`config.mk`:
```
export PLATFORM = sky130hd
export DESIGN_NAME = mask_rd_seq_flat
export DESIGN_NICKNAME = d
export VERILOG_FILES = /design/src/rtl/mask_rd_seq_pkg.sv /design/src/rtl/mask_rd_seq_if.sv /design/src/rtl/mask_chunk_fifo.sv /design/src/rtl/mask_rd_seq.sv /design/src/flat_wrapper.sv
export SDC_FILE = /design/constraint.sdc
export NUM_CORES = 1
export LEC_CHECK = 0
export BUFFER_PORTS_ARGS = -buffer_cell sky130_fd_sc_hd__buf_4
export CORE_ASPECT_RATIO = 0.9
export CORE_MARGIN = 10
export CORE_UTILIZATION = 55
export DETAILED_ROUTE_END_ITERATION = 6
export GPL_ROUTABILITY_DRIVEN = 1
export HOLD_SLACK_MARGIN = 0.05
export PLACE_DENSITY = 0.78
export SYNTH_ARGS = -nofsm -noshare
export SYNTH_HDL_FRONTEND = slang
export SYNTH_SLANG_ARGS = --single-unit
```
`constraint.sdc`:
```
create_clock -name clk -period 6.55 [get_ports clk]
set_clock_uncertainty 0.2 [all_clocks]
set_input_delay 1.31 -clock clk [delete_from_list [all_inputs] [get_ports clk]]
set_output_delay 1.31 -clock clk [all_outputs]
set_load 0.01 [all_outputs]
```
`src/rtl/mask_rd_seq_pkg.sv`:
```
// Shared types and width helpers for the mask register read sequencer.
package mask_rd_seq_pkg;

    typedef enum logic [1:0] {
        StIdle,
        StRun,
        StDrain
    } state_e;

    // Mask-bit count width, able to hold 0..VLEN/8 inclusive.
    function automatic int unsigned vl_bits(input int unsigned vlen);
        return $clog2(vlen / 8) + 1;
    endfunction

    function automatic int unsigned chunks(input int unsigned vlen,
                                           input int unsigned data_width);
        return (vlen / 8) / (data_width / 8);
    endfunction

endpackage

```
`src/rtl/mask_rd_seq_if.sv`:
```
// Command, mask regfile read port and output chunk stream of the mask read sequencer.
interface mask_rd_seq_if #(
    parameter int unsigned VLEN       = 16384,
    parameter int unsigned ADDR_WIDTH = 5,
    parameter int unsigned DATA_WIDTH = 64,
    parameter int unsigned OFF_BITS   = 8
);
    localparam int unsigned DW_B    = DATA_WIDTH / 8;
    localparam int unsigned VL_BITS = mask_rd_seq_pkg::vl_bits(VLEN);

    logic                  cmd_valid;
    logic                  cmd_ready;
    logic [ADDR_WIDTH-1:0] cmd_vreg;
    logic [VL_BITS-1:0]    cmd_vl;

    logic                  mrf_rd_en;
    logic [ADDR_WIDTH-1:0] mrf_rd_addr;
    logic [OFF_BITS-1:0]   mrf_rd_off;
    logic [DW_B-1:0]       mrf_rd_data;

    logic                  out_valid;
    logic                  out_ready;
    logic [DW_B-1:0]       out_data;
    logic                  out_last;

    logic                  busy;

    // The sequencer masters the regfile read port and the output stream.
    modport master (
        input  cmd_valid, cmd_vreg, cmd_vl, mrf_rd_data, out_ready,
        output cmd_ready, mrf_rd_en, mrf_rd_addr, mrf_rd_off, out_valid, out_data, out_last,
               busy
    );

    modport slave (
        output cmd_valid, cmd_vreg, cmd_vl, mrf_rd_data, out_ready,
        input  cmd_ready, mrf_rd_en, mrf_rd_addr, mrf_rd_off, out_valid, out_data, out_last,
               busy
    );

endinterface

```
`src/rtl/mask_chunk_fifo.sv`:
```
// Two-entry FIFO of {last, data} mask chunks with occupancy count.
module mask_chunk_fifo #(
    parameter int unsigned DW_B = 8
) (
    input  logic            clk,
    input  logic            rst_n,
    input  logic            push,
    input  logic [DW_B-1:0] push_data,
    input  logic            push_last,
    input  logic            pop,
    output logic            out_valid,
    output logic [DW_B-1:0] out_data,
    output logic            out_last,
    output logic [1:0]      count
);
    logic [DW_B:0] mem_q [2];
    logic          wr_ptr_q;
    logic          rd_ptr_q;
    logic [1:0]    count_q;

    always_ff @(posedge clk or negedge rst_n) begin
        if (!rst_n) begin
            mem_q[0] <= '0;
            mem_q[1] <= '0;
            wr_ptr_q <= 1'b0;
            rd_ptr_q <= 1'b0;
            count_q  <= 2'd0;
        end else begin
            if (push) begin
                mem_q[wr_ptr_q] <= {push_last, push_data};
                wr_ptr_q        <= ~wr_ptr_q;
            end
            if (pop) begin
                rd_ptr_q <= ~rd_ptr_q;
            end
            count_q <= count_q + {1'b0, push} - {1'b0, pop};
        end
    end

    assign out_valid             = (count_q != 2'd0);
    assign {out_last, out_data}  = mem_q[rd_ptr_q];
    assign count                 = count_q;

endmodule

```
`src/rtl/mask_rd_seq.sv`:
```
// Streams the first vl bits of a mask register out of the mask regfile, one chunk per
// read, through a credit-limited two-entry buffer with the final chunk tail-zeroed.
module mask_rd_seq
    import mask_rd_seq_pkg::*;
#(
    parameter int unsigned VLEN       = 16384,
    parameter int unsigned ADDR_WIDTH = 5,
    parameter int unsigned DATA_WIDTH = 64,
    parameter int unsigned OFF_BITS   = 8
) (
    input logic           clk,
    input logic           rst_n,
    mask_rd_seq_if.master bus
);
    localparam int unsigned DW_B    = DATA_WIDTH / 8;
    localparam int unsigned VL_BITS = vl_bits(VLEN);
    localparam int unsigned TAIL_W  = $clog2(DW_B);

    state_e                state_q;
    logic [OFF_BITS-1:0]   cnt_q;
    logic [OFF_BITS-1:0]   last_off_q;
    logic [TAIL_W-1:0]     tail_q;
    logic                  rd_en_q;
    logic                  rd_last_q;
    logic [ADDR_WIDTH-1:0] rd_addr_q;
    logic [OFF_BITS-1:0]   rd_off_q;

    logic [VL_BITS:0]      nch;
    logic [1:0]            fifo_count;
    logic [2:0]            occ_next;
    logic                  pop;
    logic                  can_issue;
    logic [DW_B-1:0]       tail_mask;
    logic [DW_B-1:0]       push_data;

    assign nch = ({1'b0, bus.cmd_vl} + (VL_BITS + 1)'(DW_B - 1)) >> TAIL_W;
    assign pop = bus.out_valid && bus.out_ready;

    // rd_en_q is the read whose data lands at this edge, so it already owns a buffer slot.
    assign occ_next  = {1'b0, fifo_count} + {2'b0, rd_en_q} - {2'b0, pop};
    assign can_issue = (occ_next < 3'd2);

    always_comb begin
        tail_mask = '1;
        for (int i = 0; i < DW_B; i++) begin
            if (tail_q != '0 && TAIL_W'(i) >= tail_q) begin
                tail_mask[i] = 1'b0;
            end
        end
    end

    assign push_data = bus.mrf_rd_data & (rd_last_q ? tail_mask : '1);

    always_ff @(posedge clk or negedge rst_n) begin
        if (!rst_n) begin
            state_q    <= StIdle;
            cnt_q      <= '0;
            last_off_q <= '0;
            tail_q     <= '0;
            rd_en_q    <= 1'b0;
            rd_last_q  <= 1'b0;
            rd_addr_q  <= '0;
            rd_off_q   <= '0;
        end else begin
            rd_en_q <= 1'b0;
            unique case (state_q)
                StIdle: begin
                    if (bus.cmd_valid) begin
                        tail_q     <= bus.cmd_vl[TAIL_W-1:0];
                        last_off_q <= OFF_BITS'(nch - 1'b1);
                        cnt_q      <= '0;
                        // Offset 0 is issued on the accepting edge to hit the read latency.
                        if (nch != '0) begin
                            rd_en_q   <= 1'b1;
                            rd_addr_q <= bus.cmd_vreg;
                            rd_off_q  <= '0;
                            rd_last_q <= (nch == (VL_BITS + 1)'(1));
                            cnt_q     <= OFF_BITS'(1);
                            state_q   <= (nch == (VL_BITS + 1)'(1)) ? StDrain : StRun;
                        end
                    end
                end
                StRun: begin
                    if (can_issue) begin
                        rd_en_q   <= 1'b1;
                        rd_off_q  <= cnt_q;
                        rd_last_q <= (cnt_q == last_off_q);
                        cnt_q     <= cnt_q + 1'b1;
                        if (cnt_q == last_off_q) begin
                            state_q <= StDrain;
                        end
                    end
                end
                StDrain: begin
                    if (pop && bus.out_last) begin
                        state_q <= StIdle;
                    end
                end
                default: state_q <= StIdle;
            endcase
        end
    end

    mask_chunk_fifo #(
        .DW_B (DW_B)
    ) u_fifo (
        .clk       (clk),
        .rst_n     (rst_n),
        .push      (rd_en_q),
        .push_data (push_data),
        .push_last (rd_last_q),
        .pop       (pop),
        .out_valid (bus.out_valid),
        .out_data  (bus.out_data),
        .out_last  (bus.out_last),
        .count     (fifo_count)
    );

    assign bus.cmd_ready   = (state_q == StIdle);
    assign bus.busy        = (state_q != StIdle);
    assign bus.mrf_rd_en   = rd_en_q;
    assign bus.mrf_rd_addr = rd_addr_q;
    assign bus.mrf_rd_off  = rd_off_q;

endmodule

```
`src/flat_wrapper.sv`:
```
// flat-port wrapper written by rule: the top's interface ports become plain ports
module mask_rd_seq_flat import mask_rd_seq_pkg::*;
#(
    parameter int unsigned VLEN       = 16384,
    parameter int unsigned ADDR_WIDTH = 5,
    parameter int unsigned DATA_WIDTH = 64,
    parameter int unsigned OFF_BITS   = 8
)
  (clk, rst_n, bus_cmd_valid, bus_cmd_vreg, bus_cmd_vl, bus_mrf_rd_data, bus_out_ready, bus_cmd_ready, bus_mrf_rd_en, bus_mrf_rd_addr, bus_mrf_rd_off, bus_out_valid, bus_out_data, bus_out_last, bus_busy);
  mask_rd_seq_if #(.VLEN(VLEN), .ADDR_WIDTH(ADDR_WIDTH), .DATA_WIDTH(DATA_WIDTH), .OFF_BITS(OFF_BITS)) bus_i ();
  input logic clk;
  input logic rst_n;
  input wire logic [$bits(bus_i.cmd_valid)-1:0] bus_cmd_valid;
  input wire logic [$bits(bus_i.cmd_vreg)-1:0] bus_cmd_vreg;
  input wire logic [$bits(bus_i.cmd_vl)-1:0] bus_cmd_vl;
  input wire logic [$bits(bus_i.mrf_rd_data)-1:0] bus_mrf_rd_data;
  input wire logic [$bits(bus_i.out_ready)-1:0] bus_out_ready;
  output wire logic [$bits(bus_i.cmd_ready)-1:0] bus_cmd_ready;
  output wire logic [$bits(bus_i.mrf_rd_en)-1:0] bus_mrf_rd_en;
  output wire logic [$bits(bus_i.mrf_rd_addr)-1:0] bus_mrf_rd_addr;
  output wire logic [$bits(bus_i.mrf_rd_off)-1:0] bus_mrf_rd_off;
  output wire logic [$bits(bus_i.out_valid)-1:0] bus_out_valid;
  output wire logic [$bits(bus_i.out_data)-1:0] bus_out_data;
  output wire logic [$bits(bus_i.out_last)-1:0] bus_out_last;
  output wire logic [$bits(bus_i.busy)-1:0] bus_busy;
  assign bus_i.cmd_valid = bus_cmd_valid;
  assign bus_i.cmd_vreg = bus_cmd_vreg;
  assign bus_i.cmd_vl = bus_cmd_vl;
  assign bus_i.mrf_rd_data = bus_mrf_rd_data;
  assign bus_i.out_ready = bus_out_ready;
  assign bus_cmd_ready = bus_i.cmd_ready;
  assign bus_mrf_rd_en = bus_i.mrf_rd_en;
  assign bus_mrf_rd_addr = bus_i.mrf_rd_addr;
  assign bus_mrf_rd_off = bus_i.mrf_rd_off;
  assign bus_out_valid = bus_i.out_valid;
  assign bus_out_data = bus_i.out_data;
  assign bus_out_last = bus_i.out_last;
  assign bus_busy = bus_i.busy;
  mask_rd_seq #(.VLEN(VLEN), .ADDR_WIDTH(ADDR_WIDTH), .DATA_WIDTH(DATA_WIDTH), .OFF_BITS(OFF_BITS)) u_core (.clk(clk), .rst_n(rst_n), .bus(bus_i));
endmodule
```
==> Word level (Yosys, flattened, before mapping) <==
Cells that the tools add are included.
{ "classes": {"bitwise_logic": 5, "n_lt_le_gt_ge": 12, "addsub": 7, "n_eq_ne": 9, "n_reduce_logical": 22, "muxes": 38} }
{ "ops": {"columns": ["op", "count"], "rows": [
  ["$mux 8", 6],
  ["$mux 9", 4],
  ["$pmux 8 s2", 2],
  ["$bwmux 18", 1],
  ["$mux 1", 15],
  ["$add 12x3->13 const B", 1],
  ["$reduce_bool 13->1", 1],
  ["$ge 3x3->1 const A", 4],
  ["$mux 2", 6],
  ["$logic_and 1x1->1", 11],
  ["$eq 10x1->1 const B", 1],
  ["$demux 9 s1", 1],
  ["$add 8x1->8 const B", 1],
  ["$and 8x8->8", 1],
  ["$eq 8x8->1", 1],
  ["$ne 2x1->1 const B", 4],
  ["$sub 8x1->8 const B", 1],
  ["$ge 1x3->1 const A", 2],
  ["$ge 2x3->1 const A", 2],
  ["$pmux 2 s3", 1],
  ["$reduce_and 3->1", 2],
  ["$reduce_bool 2->1", 3],
  ["$reduce_and 5->1", 1],
  ["$ge 2x2->1 const B", 2],
  ["16 further kinds", 19]
]} }
{ "totals": {"output_inout_bits": 26, "ff_bits": 58} }

==> Longest topological paths before layout <==
{ "depth": {"ltp_word": 7, "depth_mapped": 11, "mapped_depth_nobuf": 10} }

==> Hierarchy <==
A second synthesis with hierarchy kept.
{ "unflattened": {"cells_unflattened": 281, "hier_area_um2": 3070.4} }
{ "modules_own_cells": {"columns": ["mod", "instances", "cells_each", "area_each_um2", "seq_area_each_um2"], "rows": [
  ["mask_rd_seq", 1, 219, 2077.0, 900.9],
  ["mask_chunk_fifo", 1, 62, 993.5, 550.5]
]} }

==> Worst setup path after synthesis <==
No wires, ideal clock.
{ "synth_timing": {"kind": "input to register", "from": "in bus_out_ready", "to": "reg u_core.rd_last_q", "arrival_ps": 3471, "path_slack_ps": 2752, "setup_ps": 128, "stages": 10, "cell_sequence": "o21ai_0 inv_1 ha_1 inv_1 ha_1 fa_1 xor2_2 nand3_2 a311oi_2 mux2_1"} }
{ "synth_between": {"elab_chain_cells": 5} }
{ "synth_lines": {"columns": ["item", "line_no", "text"], "rows": [
  ["from (decl)", "flat_wrapper.sv:17", "input wire logic [$bits(bus_i.out_ready)-1:0] bus_out_ready;"],
  ["$logic_and 1x1->1", "mask_rd_seq.sv:37", "assign pop = bus.out_valid && bus.out_ready;"],
  ["net u_core.pop", "mask_rd_seq.sv:31", "logic pop;"],
  ["$sub 3x1->3", "mask_rd_seq.sv:40", "assign occ_next = {1'b0, fifo_count} + {2'b0, rd_en_q} - {2'b0, pop};"],
  ["$lt 3x2->1", "mask_rd_seq.sv:41", "assign can_issue = (occ_next < 3'd2);"],
  ["$ne 2x1->1 (no line)", null, null],
  ["$reduce_and 4->1 (no line)", null, null],
  ["to (signal assigned)", "mask_rd_seq.sv:77", "rd_last_q <= (nch == (VL_BITS + 1)'(1));"],
  ["to (signal assigned)", "mask_rd_seq.sv:87", "rd_last_q <= (cnt_q == last_off_q);"],
  ["to (decl)", "mask_rd_seq.sv:24", "logic rd_last_q;"]
]} }
The timed path passes the listed nets, and every way through them passes these cells.
A chain may end at the register's enable or synchronous reset.

==> Worst setup path in the final report <==
Ends and elaborated chain as after synthesis.

==> metrics.yaml <==
cells_and_area:
  num-fill-cells: 421
  layout.cell_area.non_filler_um2: 3580
  layout-area-overhead-vs-synth_pct: 20.6
  finished_layout_cells: 418
  finalNetCount: 382
  share_of_post_route_cells_with_drive_strength_above_1_pct: 27.9
  final_core_utilization_pct: 68.0
  insertedDiodeCount: 0
floorplanning:
  std_cell_rows: 25
  design.die.area_um2: 8730
  start_util_pct: 56.4
  fp.coreArea_um2: 5260
  die_w_um: 97.4
  pin_count: 55
  die_h_um: 89.7
critical_path:
  cp_max_fo: 10
  crit_arrival_ps: 3820
  worstSetupPathType: "primary input to register"
  cp.required_ps: 6560
  timing.critical_path.to_type: "register"
  setup.worst_path.start_class: "primary input"
grt:
  grt_max_degree: 59
  grt_pass1_wl_mm: 10.9
  gr-usage-all-layers_pct: 15.5
  number_of_antenna_violations_at_the_first_check_in_global_routing: 0
  grt_pass1_vias: 2320
  globalRoute.totalOverflow: 0
cts:
  post_cts_setup_repair_buffer_count: 0
  clockRootBuffer: "clkbuf_8"
  cts.htree.levels: 3
  cts_inserted_buffers: 9
  clock_latency_on_the_worst_skew_pair_ps: 330
  tritoncts_num_sinks: 58
  clock_tree.buffer_depth: 2
  path_clk_slew_ps: 60
  cts_repair_resize_count: 0
  hold_bufs_at_cts: 0
  cts_tree: "built"
route:
  detail_route.iter0.violations: 108
  viasPerCell: 5.44
  route.detailed.drc: 0
  detail_route.wl_per_cell_um: 15.2
  vias_after_detailed_routing: 2272
  final_antenna_net_count: 0
  firstDrtPassIters: 4
  routed_wirelength_mm: 6.36
power:
  power_leakage_uw: 0.00169
  power.density_cell_area_nw_per_um2: 450
  ir_drop_v: 0.000245
placement:
  hpwlAfterDp_mm: 4.80
  post-place-cells: 402
  number_of_buffers_inserted_by_port_buffering: 54
  gp_routability_congestion: 0.789
  placedInstanceArea_um2: 3390
sta:
  fmax_mhz: 263
  number_of_pins_with_negative_max_slew_slack_in_the_final_report: 0
  worst_slew_pin_slew_ps: 701
  post-route-period-util_pct: 58.1
  fin_crit_ps: 3810
  unrepaired_setup_endpoints_after_global_routing: "false"
  worst_slew_margin_pct: 53.3
  final_count_of_negative_setup_slack_endpoints: 0
  finalHoldViolCount: 0
  finalSetupTns_ps: 0
  finalHoldWorstSlack_ps: 275
synth:
  post_synth.cell_area_avg_um2: 10.1
  netlist-cell-type-count: 48
  cell_area_after_technology_mapping_um2: 2970
  synth_seq_cells: 58
  synth_warnings: 0
  yosysTopAreaCell: "dfrtp_1"
  synthArstFlopShare_pct: 100
  synth-seq-area-share_pct: 48.9
  postSynth.topFlopCell: "dfrtp_1"
  syn-num-nets: 330
  gate_count_after_technology_mapping: 294
  netlist.area_leader.share_pct: 48.9
  number_of_flops_mapped_to_enable_cells_by_yosys: 0
  synth_area_leaders: "dfrtp_1 (49%), nand2_1 (7.3%), o21ai_0 (6.4%), mux2_2 (6.1%), xor2_1 (4.4%)"
min_path:
  holdCritPathClass: "register to register"
run_status:
  status: "complete, no violations"
job:
  drv.max_cap_violation_count: 0
## worst paths after layout
path                                        endpoint  depth (start not counted)  slack, ps              startpoint
max                                 u_core.rd_last_q                         11       2740           bus_out_ready
min                           u_core.u_fifo.mem_q[2]                          2        280  u_core.u_fifo.mem_q[2]
max reg2reg                         u_core.rd_last_q                         10       3210  u_core.u_fifo.count[1]
min reg2reg                   u_core.u_fifo.mem_q[2]                          2        280  u_core.u_fifo.mem_q[2]
max in group asynchronous    u_core.u_fifo.mem_q[15]                          1       4850                   rst_n
min in group asynchronous  u_core.bus.mrf_rd_addr[0]                          1        820                   rst_n
## sequential cells by signal, indices dropped and copies added (netlist names), 2 cells and up
name	flops
u_core.u_fifo.mem_q	18
u_core.bus.mrf_rd_off	8
u_core.cnt_q	8
u_core.last_off_q	8
u_core.bus.mrf_rd_addr	5
u_core.tail_q	3
u_core.state_q	2
u_core.u_fifo.count	2
## critical path, cell delays in order
cell and delay, ps:
buf_4 100, o21ai_0 110, inv_1 110, ha_1 280, inv_1 40, ha_1 190, fa_1 420, xor2_2 280
nand3_2 270, a311oi_2 370, mux2_1 340
## per-stage QoR
stage	worst slack, ps	total power [µW]
4_1_cts	2750	1630
3_5_place_dp	2390	1330
2_1_floorplan	2750	1070
3_3_place_gp	2510	1290
6_report	2740	1610
5_1_grt	2580	1750
## layout make-up
cell class              count  area (µm²)  area share [%]
clock inverters             2        10.0           0.280
repair buffers             54         405            11.3
well taps                  67        83.8            2.34
clock buffers              14         173            4.83
flip-flops and latches     58        1450            40.6
inverters                   9        33.8           0.945
multi-input cells         214        1420            39.7
## cell usage in the layout (no fill, tap or decap), drive strengths merged, types with 2 or more instances in the layout
cell | synthesis | layout
dfrtp | 58 | 58
inv | 9 | 9
a21oi | 5 | 5
xnor2 | 5 | 5
nand2 | 59 | 59
mux2i | 3 | 3
mux2 | 19 | 19
and2 | 2 | 2
nand4b | 2 | 2
nor3 | 4 | 4
or2 | 2 | 2
clkinv | 0 | 2
and3 | 3 | 3
clkbuf | 10 | 14
a211o | 2 | 2
nand3 | 10 | 10
ha | 6 | 6
buf | 3 | 54
o31ai | 2 | 2
nor4 | 5 | 5
nor2 | 4 | 4
nand4 | 4 | 4
nor2b | 3 | 3
nand2b | 5 | 5
o21ai | 38 | 38
or3 | 4 | 4
xor2 | 16 | 16
## cell usage after synthesis, drive strengths merged, types with 5 or more instances
master and count:
o21ai 38, mux2 19, nand2b 5, ha 6
dfrtp 58, nand2 59, xor2 16, nand3 10
xnor2 5, clkbuf 10, inv 9, nor4 5
a21oi 5
## layer usage
metal / share of wire (%) / vias to the layer above / global-route usage [%]
met5: 0 / - / 0
met4: 1.4 / 0 / 7.12
met3: 6.1 / 8 / 4.97
met2: 46 / 59 / 25.6
met1: 46 / 1087 / 18.3
li1: - / 1118 / -
## cell families after synthesis
| kind of cell | count (synthesis) | synth area share, % |
|---|---|---|
| and+or+nand+nor | 111 | 18.5 |
| DFF | 58 | 48.9 |
| AOI/OAI and AO/OA | 53 | 11.2 |
| buffers and inverters | 22 | 3.21 |
| muxes | 22 | 8.48 |
| xor gates and xnor gates | 21 | 6.46 |
| adders and majority gates | 7 | 3.21 |
## report_power, final
| group | total [µW] | switching (µW) | internal [µW] |
|---|---|---|---|
| Clock | 298 | 130 | 167 |
| Combinational | 670 | 352 | 318 |
| Sequential | 642 | 134 | 507 |
No activity file was read; power rests on OpenSTA's default activity.
